**src/rtl/lsu_ctrl_if.sv**
```systemverilog
// Request/response bus between the execute stage and lsu_ctrl, and the
// 32-bit big-endian data memory port driven by lsu_ctrl.
interface lsu_req_if;
  logic        req_valid;
  logic        req_ready;
  logic        req_we;
  logic [1:0]  req_size;
  logic        req_signed;
  logic [31:0] req_addr;
  logic [31:0] req_wdata;
  logic        resp_valid;
  logic [31:0] resp_rdata;
  logic        resp_err;

  modport master (
    output req_valid, req_we, req_size, req_signed, req_addr, req_wdata,
    input  req_ready, resp_valid, resp_rdata, resp_err
  );

  modport slave (
    input  req_valid, req_we, req_size, req_signed, req_addr, req_wdata,
    output req_ready, resp_valid, resp_rdata, resp_err
  );
endinterface

interface lsu_mem_if;
  logic [31:0] mem_addr;
  logic [31:0] mem_wdata;
  logic        mem_wenable;
  logic        mem_renable;
  logic [31:0] mem_rdata;

  modport master (
    output mem_addr, mem_wdata, mem_wenable, mem_renable,
    input  mem_rdata
  );

  modport slave (
    input  mem_addr, mem_wdata, mem_wenable, mem_renable,
    output mem_rdata
  );
endinterface

```
**src/rtl/lsu_ctrl.sv**
```systemverilog
// Load/store controller: bounds check, read-modify-write sub-word stores,
// lane extraction for loads. Define LSU_MISALIGN_TRAP_EN to reject misaligned halves/words.
module lsu_ctrl #(
  parameter int unsigned MEM_BYTES = 16
) (
  input  logic       clk,
  input  logic       rst,
  lsu_req_if.slave   req,
  lsu_mem_if.master  mem
);

  typedef enum logic [2:0] {IDLE, RD, RDW, WR, RESP} state_t;

  localparam logic [32:0] MEM_LIMIT = 33'(MEM_BYTES);
  localparam logic [31:0] BASE_MAX  = 32'(MEM_BYTES - 4);

  state_t      state, state_next;

  logic [2:0]  req_nbytes;
  logic        req_misalign;
  logic        req_err;
  logic [31:0] req_base;
  logic [1:0]  req_k;

  logic        we_q, signed_q, err_q;
  logic [2:0]  nb_q;
  logic [1:0]  k_q;
  logic [31:0] wdata_q, rdata_q, mem_addr_q, mem_wdata_q;

  logic [1:0]  lanes_below;
  logic [4:0]  shift;
  logic [31:0] shifted, lane_mask, load_val, merged;

  always_comb begin
    req_nbytes   = 3'd4;
    req_misalign = 1'b0;
    case (req.req_size)
      2'b00:   req_nbytes = 3'd1;
      2'b01:   req_nbytes = 3'd2;
      default: req_nbytes = 3'd4;
    endcase
`ifdef LSU_MISALIGN_TRAP_EN
    req_misalign = (req.req_size == 2'b01 && req.req_addr[0]) ||
                   (req.req_size == 2'b10 && req.req_addr[1:0] != 2'b00);
`else
    req_misalign = 1'b0;
`endif
    // 33-bit sum so an address near 2^32 cannot wrap back into range
    req_err  = (req.req_size == 2'b11) ||
               (({1'b0, req.req_addr} + {30'b0, req_nbytes}) > MEM_LIMIT) ||
               req_misalign;
    req_base = (req.req_addr > BASE_MAX) ? BASE_MAX : req.req_addr;
    req_k    = req.req_addr[1:0] - req_base[1:0];
  end

  always_ff @(posedge clk or posedge rst) begin
    if (rst) state <= IDLE;
    else     state <= state_next;
  end

  always_comb begin
    state_next = state;
    case (state)
      IDLE: if (req.req_valid) begin
        if (req_err)                      state_next = RESP;
        else if (!req.req_we)             state_next = RD;
        else if (req.req_size == 2'b10)   state_next = WR;
        else                              state_next = RD;
      end
      RD:      state_next = RDW;
      RDW:     state_next = we_q ? WR : RESP;
      WR:      state_next = RESP;
      RESP:    state_next = IDLE;
      default: state_next = IDLE;
    endcase
  end

  // Lane k of an n-byte access sits (4-k-n) bytes above the word's LSB
  always_comb begin
    lanes_below = 2'd0 - k_q - nb_q[1:0];
    shift       = {lanes_below, 3'b000};
    shifted     = mem.mem_rdata >> shift;
    case (nb_q)
      3'd1: begin
        lane_mask = 32'h0000_00FF;
        load_val  = signed_q ? {{24{shifted[7]}}, shifted[7:0]} : {24'b0, shifted[7:0]};
      end
      3'd2: begin
        lane_mask = 32'h0000_FFFF;
        load_val  = signed_q ? {{16{shifted[15]}}, shifted[15:0]} : {16'b0, shifted[15:0]};
      end
      default: begin
        lane_mask = 32'hFFFF_FFFF;
        load_val  = shifted;
      end
    endcase
    merged = (mem.mem_rdata & ~(lane_mask << shift)) | ((wdata_q & lane_mask) << shift);
  end

  always_ff @(posedge clk or posedge rst) begin
    if (rst) begin
      we_q        <= 1'b0;
      signed_q    <= 1'b0;
      err_q       <= 1'b0;
      nb_q        <= 3'd0;
      k_q         <= 2'd0;
      wdata_q     <= 32'b0;
      rdata_q     <= 32'b0;
      mem_addr_q  <= 32'b0;
      mem_wdata_q <= 32'b0;
    end else begin
      if (state == IDLE && req.req_valid) begin
        we_q     <= req.req_we;
        signed_q <= req.req_signed;
        err_q    <= req_err;
        nb_q     <= req_nbytes;
        k_q      <= req_k;
        wdata_q  <= req.req_wdata;
        rdata_q  <= 32'b0;
        if (!req_err) mem_addr_q <= req_base;
        if (!req_err && req.req_we && req.req_size == 2'b10) mem_wdata_q <= req.req_wdata;
      end
      if (state == RDW) begin
        if (we_q) mem_wdata_q <= merged;
        else      rdata_q     <= load_val;
      end
    end
  end

  assign req.req_ready   = (state == IDLE);
  assign req.resp_valid  = (state == RESP);
  assign req.resp_err    = (state == RESP) && err_q;
  assign req.resp_rdata  = (state == RESP) ? rdata_q : 32'b0;
  assign mem.mem_renable = (state == RD);
  assign mem.mem_wenable = (state == WR);
  assign mem.mem_addr    = mem_addr_q;
  assign mem.mem_wdata   = mem_wdata_q;

endmodule

```
**src/flat_wrapper.sv**
```systemverilog
// flat-port wrapper written by rule: the top's interface ports become plain ports
module lsu_ctrl_flat 
#(
  parameter int unsigned MEM_BYTES = 16
)
  (clk, rst, req_req_valid, req_req_we, req_req_size, req_req_signed, req_req_addr, req_req_wdata, req_req_ready, req_resp_valid, req_resp_rdata, req_resp_err, mem_mem_addr, mem_mem_wdata, mem_mem_wenable, mem_mem_renable, mem_mem_rdata);
  lsu_req_if req_i ();
  lsu_mem_if mem_i ();
  input  logic clk;
  input  logic rst;
  input wire logic [$bits(req_i.req_valid)-1:0] req_req_valid;
  input wire logic [$bits(req_i.req_we)-1:0] req_req_we;
  input wire logic [$bits(req_i.req_size)-1:0] req_req_size;
  input wire logic [$bits(req_i.req_signed)-1:0] req_req_signed;
  input wire logic [$bits(req_i.req_addr)-1:0] req_req_addr;
  input wire logic [$bits(req_i.req_wdata)-1:0] req_req_wdata;
  output wire logic [$bits(req_i.req_ready)-1:0] req_req_ready;
  output wire logic [$bits(req_i.resp_valid)-1:0] req_resp_valid;
  output wire logic [$bits(req_i.resp_rdata)-1:0] req_resp_rdata;
  output wire logic [$bits(req_i.resp_err)-1:0] req_resp_err;
  output wire logic [$bits(mem_i.mem_addr)-1:0] mem_mem_addr;
  output wire logic [$bits(mem_i.mem_wdata)-1:0] mem_mem_wdata;
  output wire logic [$bits(mem_i.mem_wenable)-1:0] mem_mem_wenable;
  output wire logic [$bits(mem_i.mem_renable)-1:0] mem_mem_renable;
  input wire logic [$bits(mem_i.mem_rdata)-1:0] mem_mem_rdata;
  assign req_i.req_valid = req_req_valid;
  assign req_i.req_we = req_req_we;
  assign req_i.req_size = req_req_size;
  assign req_i.req_signed = req_req_signed;
  assign req_i.req_addr = req_req_addr;
  assign req_i.req_wdata = req_req_wdata;
  assign req_req_ready = req_i.req_ready;
  assign req_resp_valid = req_i.resp_valid;
  assign req_resp_rdata = req_i.resp_rdata;
  assign req_resp_err = req_i.resp_err;
  assign mem_mem_addr = mem_i.mem_addr;
  assign mem_mem_wdata = mem_i.mem_wdata;
  assign mem_mem_wenable = mem_i.mem_wenable;
  assign mem_mem_renable = mem_i.mem_renable;
  assign mem_i.mem_rdata = mem_mem_rdata;
  lsu_ctrl #(.MEM_BYTES(MEM_BYTES)) u_core (.clk(clk), .rst(rst), .req(req_i), .mem(mem_i));
endmodule
```
**config.mk**
```make
export PLATFORM = sky130hd
export DESIGN_NAME = lsu_ctrl_flat
export DESIGN_NICKNAME = d
export VERILOG_FILES = /design/src/rtl/lsu_ctrl_if.sv /design/src/rtl/lsu_ctrl.sv /design/src/flat_wrapper.sv
export SDC_FILE = /design/constraint.sdc
export NUM_CORES = 1
export LEC_CHECK = 0
export BUFFER_PORTS_ARGS = -buffer_cell sky130_fd_sc_hd__buf_4
export CORE_UTILIZATION = 55
export DETAILED_ROUTE_END_ITERATION = 16
export PLACE_DENSITY = 0.93
export SLEW_MARGIN = 20
export SYNTH_ARGS = -nofsm -noshare
export SYNTH_HDL_FRONTEND = slang
export SYNTH_SLANG_ARGS = --single-unit
```
**constraint.sdc**
```tcl
create_clock -name clk -period 12.3 [get_ports clk]
set_input_delay 1.23 -clock clk [delete_from_list [all_inputs] [get_ports clk]]
set_output_delay 1.23 -clock clk [all_outputs]
set_load 0.03 [all_outputs]
```
==> flow_metrics.py <==
metrics = {
    "outcome": {
        "status": "finished clean",
    },
    "clocking": {
        "clockBufferDepth": 2,
        "tritoncts": "built",
        "root_buffer": "clkbuf_16",
        "ctsResizeCount": 0,
        "clk_pin_slew_ps": 60,
        "cts-htree-levels": 4,
        "cts_inserted_buffers": 17,
        "cts_setup_buffers": 0,
        "hold_buffers": 0,
        "clk_latency_ps": 440,
        "clock-sinks": 139,
    },
    "global_route": {
        "grt_max_degree": 85,
        "antenna_found_initial": 0,
        "grt_usage": 0.3628,
        "overflow": 0,
        "grt_pass1_vias": 8280,
        "grt_pass1_wl_um": 44590,
    },
    "sta": {
        "period_needed_ps": 4924,
        "rsz0062_at_grt": "false",
        "slew_viol_final": 0,
        "worst_pin_slew_ps": 1067,
        "setup_viol": 0,
        "fmax_mhz": 203.1,
        "fin_setup_tns_ps": 0,
        "finalCritPeriodShare": 0.4003,
        "fin_hold_ws_ps": 469.2,
        "skew_ps": 10.78,
        "final_hold_viol_count": 0,
        "timing.slew.headroom": 0.2877,
    },
    "drt": {
        "wire_per_inst_um": 21.05,
        "vias": 8774,
        "post-route-drc-count": 0,
        "viasPerCell": 6.597,
        "first_pass_iters": 6,
        "first_iter_violations": 1375,
        "routed_wl_um": 28000,
        "antenna_left": 0,
    },
    "placed_design": {
        "post-dp-hpwl_um": 19590,
        "finalWeightedCongestion": 0.9538,
        "placed_area_um2": 9787,
        "port_buffers": 203,
    },
    "floorplanning": {
        "rows": 44,
        "die_w_um": 124.5,
        "io-pin-count": 204,
        "dieArea_um2": 15500,
        "initial_core_util": 0.5657,
        "die_h_um": 124.5,
        "coreArea_um2": 14590,
    },
    "logic_synthesis": {
        "synthesis.nets": 1090,
        "ys.warnings.count": 0,
        "yosysSeqAreaShare": 0.4215,
        "synth-edff-count": 0,
        "yosys_register_bits": 139,
        "yosysUniqueCellTypes": 62,
        "avgSynthCellArea_um2": 8.404,
        "ys.flop_type": "dfrtp_1",
        "synthArstFlopShare": 1.000,
        "syn_inst": 982,
        "syn_area_um2": 8253,
    },
    "worst_setup_path": {
        "worstSetupPathType": "primary input to register",
        "endpoint_kind": "register",
        "startpoint_type": "primary input",
        "arrival_ps": 5240,
        "r2r_setup_slack_ps": 9030,
        "worstPathMaxFanout": 36,
        "cp.required_ps": 12620,
    },
    "final_layout": {
        "syn2layout_area_growth_pct": 25.83,
        "layout_common_cells": "214 x buf_4, 142 x nand2_1, 139 x dfrtp_1",
        "nNetsFinal": 1242,
        "layout_commonest_cell": "buf_4",
        "drive_gt1_frac": 0.2382,
        "final_area_um2": 10390,
        "antenna_cells": 0,
        "postLayoutCoreUtil": 0.7118,
    },
    "run": {
        "maxCapViolCount": 0,
    },
    "min_path": {
        "hold_class": "register to register",
    },
    "power_and_ir_drop": {
        "vdd_drop_max_v": 0.0001405,
        "pwr_density_cell_nw_per_um2": 124.5,
        "p_leak_nw": 5.159,
    },
}
sequential cells by signal, summed over array words and instances (netlist names):
register and flops:
u_core.we_q 1, u_core.rdata_q 32, u_core.signed_q 1, u_core.state 3, u_core.err_q 1, u_core.mem.mem_addr 32
u_core.wdata_q 32, u_core.k_q 2, u_core.nb_q 3, u_core.mem.mem_wdata 32
synth_stat cells (2+ instances only):
cell type  count  share of area
a211o_1        2         0.0021
nor2b_1        3         0.0023
xnor2_1        2         0.0021
xor2_1         4         0.0042
o31ai_1        2         0.0018
a2bb2oi_1      2         0.0021
or2_2          2         0.0015
inv_1         10         0.0045
and3b_1        2         0.0021
and2_1        34          0.026
a21o_1         3         0.0027
nand3_1       53          0.032
nor2_1        34          0.015
dfrtp_1      139           0.42
a22oi_1       19          0.017
nand4_1       35          0.027
nor4_1        10         0.0076
buf_2          8         0.0049
and3_1        64          0.049
mux2_1         2         0.0027
and4_1        13          0.014
o21ai_1        2         0.0012
o211ai_1       2         0.0018
mux2i_1       39          0.047
nor3_1        10         0.0061
a21oi_1       74          0.045
nand4b_1       4         0.0042
a31oi_1       34          0.026
buf_4          2         0.0018
ha_1           4         0.0061
nor3b_1        3         0.0027
nand2_1      143          0.065
clkbuf_1      71          0.032
nand2b_1       5         0.0038
o221ai_1       8         0.0085
a31o_2         2         0.0021
mux2_2        10          0.014
o21ai_0      102          0.062
final timing paths:
check | startpoint | endpoint | depth (start not counted)
min | u_core.wdata_q[28]$_DFFE_PP0P_ | u_core.wdata_q[28]$_DFFE_PP0P_ | 2
min reg2reg | u_core.wdata_q[28]$_DFFE_PP0P_ | u_core.wdata_q[28]$_DFFE_PP0P_ | 2
max reg2reg | u_core.nb_q[0]$_DFFE_PP0P_ | u_core.rdata_q[28]$_DFF_PP0_ | 11
max | req_req_size[1] | u_core.mem.mem_addr[3]$_DFFE_PP0P_ | 13
max in group asynchronous | rst | u_core.nb_q[2]$_DFFE_PP0P_ | 3
min in group asynchronous | rst | u_core.rdata_q[30]$_DFF_PP0_ | 2
critical path, cell delays in order:
cell and delay [ps]:
buf_4 140, nor2_1 190, ha_1 260, fa_1 280, a21o_1 250, nand3_1 310
nor4_1 600, nand4_1 160, a22oi_1 310, and3_1 230, buf_4 370, nand4_4 440
mux2_1 470
cell families (layout without fill, tap and decap cells):
| kind of cell | Yosys count | after routing | synth area share |
|---|---|---|---|
| simple gates | 426 | 426 | 0.2720 |
| compound gates | 262 | 262 | 0.1827 |
| flops | 139 | 139 | 0.4215 |
| buf+inv | 93 | 257 | 0.04533 |
| mux | 51 | 51 | 0.06367 |
| xor+xnor | 6 | 6 | 0.006367 |
| fa+ha+maj | 5 | 5 | 0.008490 |
power by group:
part	switching [W]	internal (W)
clock	0.000201	0.000306
sequential	0.0000210	0.000474
combinational	0.000189	0.000101
total	0.000411	0.000882
layer usage:
metal | vias up | share of wire | global-route usage | routed length [um]
li1 | 3886 | - | - | -
met1 | 4125 | 0.39 | 0.4875 | 10820
met2 | 635 | 0.46 | 0.5489 | 12750
met3 | 128 | 0.11 | 0.09493 | 3207
met4 | 0 | 0.043 | 0.1665 | 1216
met5 | - | 0 | 0 | 0
stage by stage:
step | worst slack [ps] | instances | total power [W]
global placement | 6823 | 1298 | 0.0007715
CTS | 7050 | 1329 | 0.001281
global route | 7021 | 1330 | 0.001334
detailed placement | 6685 | 1298 | 0.0007790
floorplan | 7345 | 982 | 0.0006820
finish | 7376 | 1330 | 0.001292
layout make-up:
| cell class | instances | area [um2] |
|---|---|---|
| timing repair buffer | 216 | 1629 |
| tap | 184 | 230.2 |
| fill | 1121 | 4204 |
| clock inverter | 11 | 121.4 |
| multi-input combinational | 750 | 4427 |
| clock buffer | 20 | 456.7 |
| sequential | 139 | 3478 |
| inverter | 10 | 42.54 |
Note: power is estimated with default switching activity, not from simulation.
